==> src/rtl/port_link_bridge.sv <==
// External-side responder for the CPU 4-bit port: byte transfers in 3-bit chunks over a
// toggle handshake, bridged to valid/ready byte streams toward the fabric.
module port_link_bridge #(
   parameter int unsigned TIMEOUT = 1024,
   parameter int unsigned CNT_W   = 11
) (
   input  logic       clk,
   input  logic       rst_n,
   input  logic [3:0] port_from_cpu,
   output logic [3:0] port_to_cpu,
   input  logic [7:0] s_data,
   input  logic       s_valid,
   output logic       s_ready,
   output logic [7:0] m_data,
   output logic       m_valid,
   input  logic       m_ready,
   output logic       busy,
   output logic       err
);

   typedef enum logic [3:0] {
      StIdle, StW0, StW1, StW2, StWHold, StRWait, StR1, StR2, StR3
   } state_e;

   state_e           r_state;
   logic [3:0]       r_pin;
   logic             r_ctog_prev;
   logic             r_btog;
   logic [2:0]       r_bdata;
   logic [2:0]       r_chunk0;
   logic [2:0]       r_chunk1;
   logic [1:0]       r_chunk2;
   logic [7:0]       r_rbyte;
   logic [7:0]       r_m_data;
   logic             r_m_valid;
   logic             r_s_ready;
   logic             r_err;
   logic [CNT_W-1:0] r_cnt;

   logic       w_event;
   logic [2:0] w_cdata;
   logic       w_m_free;
   logic       w_timed;
   logic       w_cnt_run;
   logic       w_abort;

   always_comb begin
      w_event   = r_pin[3] ^ r_ctog_prev;
      w_cdata   = r_pin[2:0];
      w_m_free  = !r_m_valid || m_ready;
      w_timed   = (r_cnt == CNT_W'(TIMEOUT - 1));
      w_cnt_run = (r_state inside {StW0, StW1, StW2, StR1, StR2, StR3});
      // Timeout while waiting on the CPU, or the CPU toggled without waiting for our ack.
      w_abort   = (w_cnt_run && !w_event && w_timed) ||
                  (((r_state == StWHold) || (r_state == StRWait)) && w_event);
   end

   always_ff @(posedge clk or negedge rst_n) begin
      if (!rst_n) begin
         r_state     <= StIdle;
         r_pin       <= 4'b0000;
         r_ctog_prev <= 1'b0;
         r_btog      <= 1'b0;
         r_bdata     <= 3'b000;
         r_chunk0    <= 3'b000;
         r_chunk1    <= 3'b000;
         r_chunk2    <= 2'b00;
         r_rbyte     <= 8'h00;
         r_m_data    <= 8'h00;
         r_m_valid   <= 1'b0;
         r_s_ready   <= 1'b0;
         r_err       <= 1'b0;
         r_cnt       <= '0;
      end else begin
         r_pin       <= port_from_cpu;
         r_ctog_prev <= r_pin[3];
         r_s_ready   <= 1'b0;
         r_err       <= 1'b0;
         if (r_m_valid && m_ready) begin
            r_m_valid <= 1'b0;
         end
         if (w_event || !w_cnt_run) begin
            r_cnt <= '0;
         end else begin
            r_cnt <= r_cnt + 1'b1;
         end

         if (w_abort) begin
            r_err   <= 1'b1;
            r_state <= StIdle;
            r_bdata <= 3'b000;
            r_rbyte <= 8'h00;
         end else begin
            case (r_state)
               StIdle: begin
                  if (w_event) begin
                     if (!w_cdata[2]) begin
                        // Not a header: still ack so the toggles stay paired.
                        r_btog  <= ~r_btog;
                        r_bdata <= 3'b000;
                        r_err   <= 1'b1;
                     end else if (w_cdata[1]) begin
                        r_state <= StRWait;
                     end else begin
                        r_btog  <= ~r_btog;
                        r_state <= StW0;
                     end
                  end
               end
               StW0: begin
                  if (w_event) begin
                     r_chunk0 <= w_cdata;
                     r_btog   <= ~r_btog;
                     r_state  <= StW1;
                  end
               end
               StW1: begin
                  if (w_event) begin
                     r_chunk1 <= w_cdata;
                     r_btog   <= ~r_btog;
                     r_state  <= StW2;
                  end
               end
               StW2: begin
                  if (w_event) begin
                     if (w_m_free) begin
                        r_m_data  <= {r_chunk0, r_chunk1, w_cdata[1:0]};
                        r_m_valid <= 1'b1;
                        r_btog    <= ~r_btog;
                        r_state   <= StIdle;
                     end else begin
                        r_chunk2 <= w_cdata[1:0];
                        r_state  <= StWHold;
                     end
                  end
               end
               StWHold: begin
                  if (w_m_free) begin
                     r_m_data  <= {r_chunk0, r_chunk1, r_chunk2};
                     r_m_valid <= 1'b1;
                     r_btog    <= ~r_btog;
                     r_state   <= StIdle;
                  end
               end
               StRWait: begin
                  if (s_valid) begin
                     r_rbyte   <= s_data;
                     r_s_ready <= 1'b1;
                     r_bdata   <= s_data[7:5];
                     r_btog    <= ~r_btog;
                     r_state   <= StR1;
                  end
               end
               StR1: begin
                  if (w_event) begin
                     r_bdata <= r_rbyte[4:2];
                     r_btog  <= ~r_btog;
                     r_state <= StR2;
                  end
               end
               StR2: begin
                  if (w_event) begin
                     r_bdata <= {1'b0, r_rbyte[1:0]};
                     r_btog  <= ~r_btog;
                     r_state <= StR3;
                  end
               end
               StR3: begin
                  if (w_event) begin
                     r_bdata <= 3'b000;
                     r_btog  <= ~r_btog;
                     r_state <= StIdle;
                  end
               end
               default: r_state <= StIdle;
            endcase
         end
      end
   end

   assign port_to_cpu = {r_btog, r_bdata};
   assign s_ready     = r_s_ready;
   assign m_data      = r_m_data;
   assign m_valid     = r_m_valid;
   assign err         = r_err;
   assign busy        = (r_state != StIdle);

endmodule

==> config.mk <==
export PLATFORM = sky130hd
export DESIGN_NAME = port_link_bridge
export DESIGN_NICKNAME = d
export VERILOG_FILES = /design/src/rtl/port_link_bridge.sv
export SDC_FILE = /design/constraint.sdc
export NUM_CORES = 1
export LEC_CHECK = 0
export BUFFER_PORTS_ARGS = -buffer_cell sky130_fd_sc_hd__buf_4
export CORE_MARGIN = 4
export CORE_UTILIZATION = 55
export CTS_BUF_LIST = sky130_fd_sc_hd__clkbuf_2 sky130_fd_sc_hd__clkbuf_4 sky130_fd_sc_hd__clkbuf_8
export DETAILED_ROUTE_END_ITERATION = 6
export MAX_ROUTING_LAYER = met4
export PLACE_DENSITY = 0.82
export SYNTH_ARGS = -nofsm -noshare
export SYNTH_HDL_FRONTEND = slang
export SYNTH_SLANG_ARGS = --single-unit
==> constraint.sdc <==
create_clock -name clk -period 2 [get_ports clk]
set_input_delay 0 -clock clk [delete_from_list [all_inputs] [get_ports clk]]
set_output_delay 0 -clock clk [all_outputs]
set_load 0.01 [all_outputs]
* Yosys cells after proc, flatten, opt, wreduce, memory -nomap -nowiden
Cells that the tools add are included.
Storage, ports and cells: input bits 16, output and inout bits 16, flip-flop bits (word level) 48, word-level logic and storage cells 124
Cells by class: mux-type cells 50, $add $sub $neg 1, equality and inequality tests 27, bitwise gates (word level) 4, reduce and logical (&&, ||, !) cells 28
Operators by type and width (number):
- $mux 4 | 11
- $ne 3x3->1 const B | 12
- $pmux 4 s9 | 1
- $mux 3 | 9
- $mux 8 | 3
- $mux 1 | 18
- $eq 4x3->1 const B | 4
- $pmux 8 s2 | 1
- $mux 5 | 3
- $pmux 3 s5 | 1
- $reduce_and 7->1 | 2
- $reduce_bool 6->1 | 2
- $add 11x1->11 const B | 1
- $eq 11x10->1 const B | 1
- $mux 11 | 1
- $ne 2x2->1 const B | 5
- $reduce_and 10->1 | 1
- $eq 4x2->1 const B | 2
- $reduce_and 3->1 | 2
- $reduce_bool 2->1 | 3
- $pmux 1 s5 | 1
- $reduce_and 5->1 | 1
- $reduce_bool 5->1 | 1
- $reduce_or 5->1 | 1
- 13 further kinds | 23

* Longest topological paths before layout
Gate-level depths: netlist of the first run.
depth in word-level cells 7, gate-level depth with buffers 8

* Least setup slack after synthesis of the first run
No wires, ideal clock.
kind register to register, start point register r_state[0], end point register r_m_data[2], in the netlist m_data[2], buffers on the path 2, library setup time 0.128 ns, period minus slack after synthesis 1.809 ns, path slack 0.191 ns, stages on the path, launching flop included 7, data arrival time 1.682 ns, cell sequence dfrtp_1 -> buf_2 -> nor2_1 -> nand3_1 -> a211o_1 -> buf_2 -> mux2_1
Between the ends: cells in the longest elaborated chain, start to end 7, elaborated cells between the ends (all ways) 21
RTL lines:
- start: declaration | RTL line 25 | state_e r_state;
- start signal: assignment | RTL line 60 | r_state <= StIdle;
- start signal: assignment | RTL line 90 | r_state <= StIdle;
- start signal: assignment | RTL line 103 | r_state <= StRWait;
- $eq 4x1->1 (tied with other cells) | RTL line 52 | w_cnt_run = (r_state inside {StW0, StW1, StW2, StR1, StR2, StR3});
- $reduce_bool 6->1 | RTL line 52
- $logic_and 1x1->1 (2 in series) | RTL line 54 | w_abort = (w_cnt_run && !w_event && w_timed) ||
- $logic_or 1x1->1 | RTL line 54
- $not 1->1 (no line)
- $reduce_and 5->1 (no line)
- end signal: assignment | RTL line 127 | r_m_data <= {r_chunk0, r_chunk1, w_cdata[1:0]};
- end signal: assignment | RTL line 139 | r_m_data <= {r_chunk0, r_chunk1, r_chunk2};
- end: declaration | RTL line 34 | logic [7:0] r_m_data;
Several ways; a longest one is shown, not always the timed one. A chain may end at the register's enable or synchronous reset.

* Worst setup path after layout of the first run
start point register r_state[0], end point register r_state[2]
Between the ends: cells in the longest elaborated chain, start to end 7, elaborated cells between the ends (all ways) 28
RTL lines (RTL line):
- $eq 4x1->1 (tied with other cells) | 52, 94
- $reduce_bool 6->1 | 52
- $logic_and 1x1->1 (2 in series) | 54
- $logic_or 1x1->1 | 54
- $ne 3x3->1 (no line)
- $reduce_and 10->1 (no line)
Several ways; a longest one is shown, not always the timed one.

==> results of run 1 <==
[routing by layer]
layer | GRT usage [%] | up-vias
met5 | - | -
met4 | 6.35 | 0
met3 | 3.86 | 11
met2 | 33.7 | 75
met1 | 29.7 | 915
li1 | - | 891
[sequential cells by signal, summed over array words and instances, names as in the netlist, 3 cells and up]
name and count:
m_data 8, r_bdata 3, r_chunk0 3, r_chunk1 3, r_cnt 11, r_pin 4, r_rbyte 5, r_state 4
[how the worst max path moves through the flow]
stage / startpoint / end / slack, ps
floorplan: r_state[0] / m_data[2] / 190
global placement: r_ctog_prev / m_data[3] / 140
detailed placement: r_state[3] / r_bdata[1] / 40
CTS: r_ctog_prev / m_data[2] / 40
global route: r_state[0] / r_state[2] / 30
finish: r_state[0] / r_state[2] / 100
[final cells by class]
type                            instances  area, sq um
Tap cell                               50         62.6
Inverter                                2         7.51
Timing Repair Buffer                   56          445
Clock inverter                          1         7.51
Sequential cell                        48         1200
Fill cell                             287         1140
Clock buffer                            7         90.1
Multi-Input combinational cell        161         1070
[repair_timing]
| action | in CTS | in global routing |
|---|---|---|
| endpoints found under the setup margin | 0 | 15 |
| hold endpoints to repair | 57 | 0 |
| gates resized for setup | 0 | 6 |
| hold buffers | 10 | 0 |
[through the flow]
step	hold slack [ps]	instance area (sq um)	total power, uW
2_1_floorplan	-296	2320	2390
3_3_place_gp	41.2	2670	2950
3_5_place_dp	43.1	2670	3000
4_1_cts	100	2870	3630
5_1_grt	134	2880	3880
6_report	111	2880	3640
[worst min-delay path, stage by stage]
cell and delay (ps):
buf_4 80, a22o_1 130, nand2_1 50, mux2i_1 110
[cells by family after synthesis]
group	after synthesis
muxes	24
xor gates and xnor gates	11
buffers and inverters	15
and+or+nand+nor	89
AOI/OAI and AO/OA	36
adders and majority gates	1
DFF	48
[placed cells by master, fill, tap and decap left out, types with 5 or more instances in the layout]
| cell type | instances |
|---|---|
| a21oi_1 | 6 |
| buf_4 | 46 |
| clkbuf_8 | 6 |
| dfrtp_1 | 46 |
| dlygate4sd3_1 | 10 |
| mux2_1 | 7 |
| mux2_2 | 7 |
| mux2i_1 | 10 |
| nand2_1 | 21 |
| nand3_1 | 6 |
| nand4_1 | 6 |
| nor2_1 | 29 |
| nor2b_1 | 7 |
| o21ai_0 | 7 |
| o21ai_1 | 5 |
| xor2_1 | 8 |
[power by group through the flow]
stage	clock, uW	sequential, uW	combinational (uW)
after floorplan	0	1450	938
after global routing	653	1510	1720
after detailed placement	0	1480	1530
after CTS	616	1460	1560
final	605	1470	1570
after global placement	0	1460	1490
==> metrics.csv, run 1 <==
metric;value;unit
clock sinks;48;
xor/xnor cell area share of the yosys netlist;4.48;%
routability cong.;0.910;
RSZ-0062 raised after global routing;no;
Internal;2320;uW
crit path kind;reg2reg;
Reg-to-Reg End;r_state[2];
post-synthesis adder-cell area fraction;0.540;%
Sw Share;36.3;%
Overflow after GRT;0;
detailed-route DRC error count;0;
final number of hold-violating endpoints;0;
Min-Delay Path Depth;4;
Slew @ Worst Pin;593;ps
placed insts;307;
Crit. End Element;register;
Tcrit/Tclk final;95.1;%
area leader, netlist;dfrtp_1;
flop2flop setup slack;100;ps
first-pass GRT wire length;8.58;mm
setup slack after placement;41.3;ps
EDFF count, synth;0;
Avg Cell Area, Syn;10.3;sq um
final clock skew;6.61;ps
Synth cell types;45;
CTS H-tree lvls;2;
Mapped Cells;224;
post-synth top area share;51.8;%
final WL;5.14;mm
nets;291;
Detail Route Antenna Nets;0;
row count;23;
outcome;finished, final reports clean;
Pleak;0.00132;uW
Skew-Pair Late Insertion Delay;300;ps
Worst EP arrival;2130;ps
Buf+Inv Stages, Crit Path;1;
CP cell instances;buf_4 -> nand3b_1 -> o31ai_1 -> a221o_1 -> a2111oi_0 -> a21oi_1 -> nor2_1;
final core area utilization;71.6;%
Post-Syn Area;2320;sq um
CTS clk-pin slew, worst paths;90;ps
Hold Startpoint;s_data[7];
Seq pwr share;40.3;%
most instantiated library cell after synthesis;dfrtp_1;
Fin Setup TNS;0;ps
crit-path max FO;7;
post-DR vias/cell;5.82;
CP max-delay cell;dfrtp_1;
number of port buffers;31;
postcts setup bufs;0;
CP max stage delay;450;ps
final setup vio count;0;
Simple-Gate Fraction of Synth Area;18.9;%
Final WS setup;97.8;ps
Seq/Total Area, Yosys;51.8;%
Clk network pwr share;16.6;%
logic depth of the worst path, buffers included;7;
wire length on met2;2.50;mm
Syn Nets;241;
DP HPWL;3.63;mm
complex-gate fraction of the synthesized area;10.3;%
Die Ht;72.9;um
Core Footprint;4030;sq um
Area contributors post-synth;dfrtp_1, nor2_1, mux2i_1, mux2_1, mux2_2;
Syn-to-layout area delta;24.5;%
Async SR Flop Fraction;100;%
antenna cells;0;
clock root buffer;clkbuf_8;
Worst setup SP type;register;
Gate power share;43.1;%
min Tclk post-route;1900;ps
Die X;72.9;um
Post-synth top cells;dfrtp_1, nor2_1, nand2_1;
Max rail drop VDD;735;uV
FF+latch count, synth;48;
Relative slew margins;60.4;%
vias in the first global route;1797;
P_sw;1320;uW
max layer used;met4;
First-pass DRT Iterations;4;
I/O pins;32;
main flop type after synthesis;dfrtp_1;
mux cell area share after synthesis;11.1;%
clock buffer depth;2;
R2R depth;7;
largest net degree at the start of global routing;49;
met3 wire len;334;um
total vias in the final route;1892;
wl on met1;2.22;mm
Initial DRC Count;181;
number of max-cap violations;0;
initial antenna violation count;0;
CTS buffer count;5;
Non-Filler Instances;325;
CP delay by family, top;compound AO/OA/AOI/OAI gates;
Ys Warns;0;
CP required;2230;ps
WL/cell;15.8;um
starting density of the core;57.5;%
die area;5320;sq um
Max Clk Rate;526;MHz
worst hold path class;in2reg;
count of pins over their slew limit;0;
share of cells above drive strength 1;25.5;%
main combinational cell family by area after synthesis;simple AND/OR/NAND/NOR gates;
total track usage;21.8;%
Hold Crit Endpoint;r_bdata[2];
Power Density;1260;nW/um^2
CTS tree;done;
FF-to-FF Start;r_state[0];
(Power assumes the default switching activity.)
==> inputs of run 2 (changes only) <==
--- a/config.mk
+++ b/config.mk
@@ -6,12 +6,14 @@
 export NUM_CORES = 1
 export LEC_CHECK = 0
 export BUFFER_PORTS_ARGS = -buffer_cell sky130_fd_sc_hd__buf_4
+export CELL_PAD_IN_SITES_DETAIL_PLACEMENT = 1
+export CELL_PAD_IN_SITES_GLOBAL_PLACEMENT = 1
 export CORE_MARGIN = 4
-export CORE_UTILIZATION = 55
+export CORE_UTILIZATION = 46
 export CTS_BUF_LIST = sky130_fd_sc_hd__clkbuf_2 sky130_fd_sc_hd__clkbuf_4 sky130_fd_sc_hd__clkbuf_8
 export DETAILED_ROUTE_END_ITERATION = 6
 export MAX_ROUTING_LAYER = met4
-export PLACE_DENSITY = 0.82
+export PLACE_DENSITY = 0.86
 export SYNTH_ARGS = -nofsm -noshare
 export SYNTH_HDL_FRONTEND = slang
 export SYNTH_SLANG_ARGS = --single-unit
==> run 2 against run 1 <==
  * The flow now finishes with violations (setup timing)
  * Via count up 2.4%
  * Flip-flop and latch count stayed put
  * Utilization down 9.9 points
  * Sequential share of layout area is 0.90 points lower
  * Power up 6.9%
  * Sequential power hardly changed
  * Hold slack got worse by 28 ps
  * First-iteration DRC count is 5.0% lower
  * Global-route usage up 0.74 points
  * Fmax decreased by 5.3%
  * Non-clock buffer count grew 2
  * Clock power increased by 17%
  * Largest power group unchanged
==> metrics.csv, run 2 (synthesis gave the netlist of run 1 again) <==
metric;value;unit;change
Relative slew margins;59.4;%;-1.1 points
CTS clk-pin slew, worst paths;90;ps;about the same
Die X;79.0;um;+8.3%
antenna cells;0;;unchanged
crit path kind;reg2reg;;
CP max-delay cell;dfrtp_2;;
starting density of the core;48.4;%;-9.1 points
Syn-to-layout area delta;27.5;%;
first-pass GRT wire length;10.5;mm;+23%
CP required;2220;ps;about the same
worst hold slack;82.8;ps;-27.8 ps
detailed-route DRC error count;0;;unchanged
Sw Share;37.4;%;+1.1 points
logic depth of the worst path, buffers included;8;;+1
share of cells above drive strength 1;27.8;%;+2.3 points
count of pins over their slew limit;0;;unchanged
row count;25;;+8.7%
number of port buffers;31;;unchanged
Hold Crit Endpoint;m_valid;;
Worst setup SP type;register;;
cell mode on critical path;buf_4;;
Die Ht;79.0;um;+8.3%
CP cell instances;xor2_2 -> buf_4 -> nor3_2 -> a221o_1 -> buf_4 -> nor2_1 -> nand2_1 -> a21oi_2;;
Post-DP Area;2700;sq um;+1.4%
R2R depth;8;;+1
routability cong.;0.881;;-3.2%
max FFs per register;11;;unchanged
initial antenna violation count;0;;unchanged
min Tclk post-route;2010;ps;+107 ps
I/O pins;32;;unchanged
Crit. End Element;register;;
Max rail drop VDD;735;uV;about the same
CP delay by family, top;compound AO/OA/AOI/OAI gates;;
die area;6240;sq um;+17%
FF-to-FF Start;r_ctog_prev;;
CP max stage delay;460;ps;about the same
total vias in the final route;1938;;+2.4%
commonest non-fill, non-tap cell in the layout;buf_4;;
outcome;finished, violations left;;
clock root buffer;clkbuf_8;;
P_sw;1460;uW;+10%
crit-path max FO;7;;unchanged
clock sinks;48;;unchanged
number of max-cap violations;0;;unchanged
Min-Delay Path Depth;3;;-1
Hold Startpoint;m_ready;;
Skew-Pair Late Insertion Delay;300;ps;about the same
most frequent cells in the layout;buf_4, dfrtp_1, nor2_1;;
violated checks;setup timing;;
Biggest register;r_cnt;;
Tcrit/Tclk final;100;%;+5.3 points
Overflow after GRT;0;;unchanged
vias in the first global route;2065;;+15%
total track usage;22.5;%;+0.74 points
post-DR vias/cell;5.63;;-3.2%
clock buffer depth;2;;unchanged
Core Footprint;4790;sq um;+19%
final setup vio count;1;;+1
Final WS setup;-9.07;ps;-107 ps
DP HPWL;4.17;mm;+15%
RSZ-0062 raised after global routing;yes;;
Fin Setup TNS;-9.07;ps;-9.07 ps
Internal;2440;uW;+5.1%
Gate power share;44.2;%;+1.1 points
nets;293;;+0.69%
setup slack after placement;43.0;ps;+1.70 ps
final clock skew;8.08;ps;+1.47 ps
worst hold path class;in2reg;;
First-pass DRT Iterations;4;;unchanged
Worst EP arrival;2230;ps;+100 ps
Initial DRC Count;172;;-5.0%
flop2flop setup slack;-9;ps;-110 ps
CTS buffer count;5;;unchanged
final number of hold-violating endpoints;0;;unchanged
largest net degree at the start of global routing;49;;unchanged
Seq pwr share;37.6;%;-2.7 points
Power Density;1320;nW/um^2;+4.4%
Pleak;0.00134;uW;+1.7%
Clk network pwr share;18.1;%;+1.5 points
Finished Cell Area;2950;sq um;+2.4%
final WL;6.57;mm;+28%
postcts setup bufs;0;;unchanged
Reg-to-Reg End;r_state[1];;
WL/cell;19.1;um;+21%
Buf+Inv Stages, Crit Path;2;;+1
Max Clk Rate;498;MHz;-5.3%
Detail Route Antenna Nets;0;;unchanged
Slew @ Worst Pin;610;ps;+16.3 ps
CTS tree;done;;
final core area utilization;61.7;%;-9.9 points
CTS H-tree lvls;2;;unchanged
-- run 2: stage by stage --
stage                     power, uW  std cells
after floorplan                2390        224
after global routing           4170        344
after CTS                      3810        344
final                          3900        344
after detailed placement       3080        326
after global placement         2980        326
-- run 2: final cells by class --
| type | instances | area (sq um) |
|---|---|---|
| clock buffers | 6 | 76.3 |
| clock inverters | 2 | 35.0 |
| fillers | 511 | 1830 |
| inverters | 2 | 7.51 |
| multi-input cells | 161 | 1080 |
| flip-flops and latches | 48 | 1210 |
| well taps | 67 | 83.8 |
| repair buffers | 58 | 460 |
-- run 2: how the worst max path moves through the flow --
stage                      from  slack, ps         end
floorplan            r_state[0]        190   m_data[2]
global placement     r_state[1]        100  r_state[0]
detailed placement   r_state[1]         40  r_state[0]
CTS                  r_state[1]         20  r_state[0]
global route        r_ctog_prev        -90  r_state[1]
finish              r_ctog_prev         -9  r_state[1]
-- run 2: metal layers --
layer,GRT usage [%],share of wire [%],up-vias
met1,28.1,43,985
met4,8.76,0.99,0
met5,-,0,-
met3,4.08,3.7,8
li1,-,-,891
met2,36.6,53,54
-- run 2: timing repair --
action	4_1_cts	5_1_grt
setup endpoints to repair	0	21
endpoints found under the hold margin	57	0
hold buffers	10	0
gates resized for setup	0	12
-- run 2: power groups by stage --
stage	clock network, uW	logic, uW	registers [uW]
detailed placement	0	1610	1470
finish	706	1720	1470
CTS	716	1640	1450
global placement	0	1540	1450
floorplan	0	938	1450
global route	782	1890	1500
-- run 2: worst min-delay path, cell delays in order --
cell	delay [ps]
buf_4	80
nand2b_1	160
o31ai_1	100
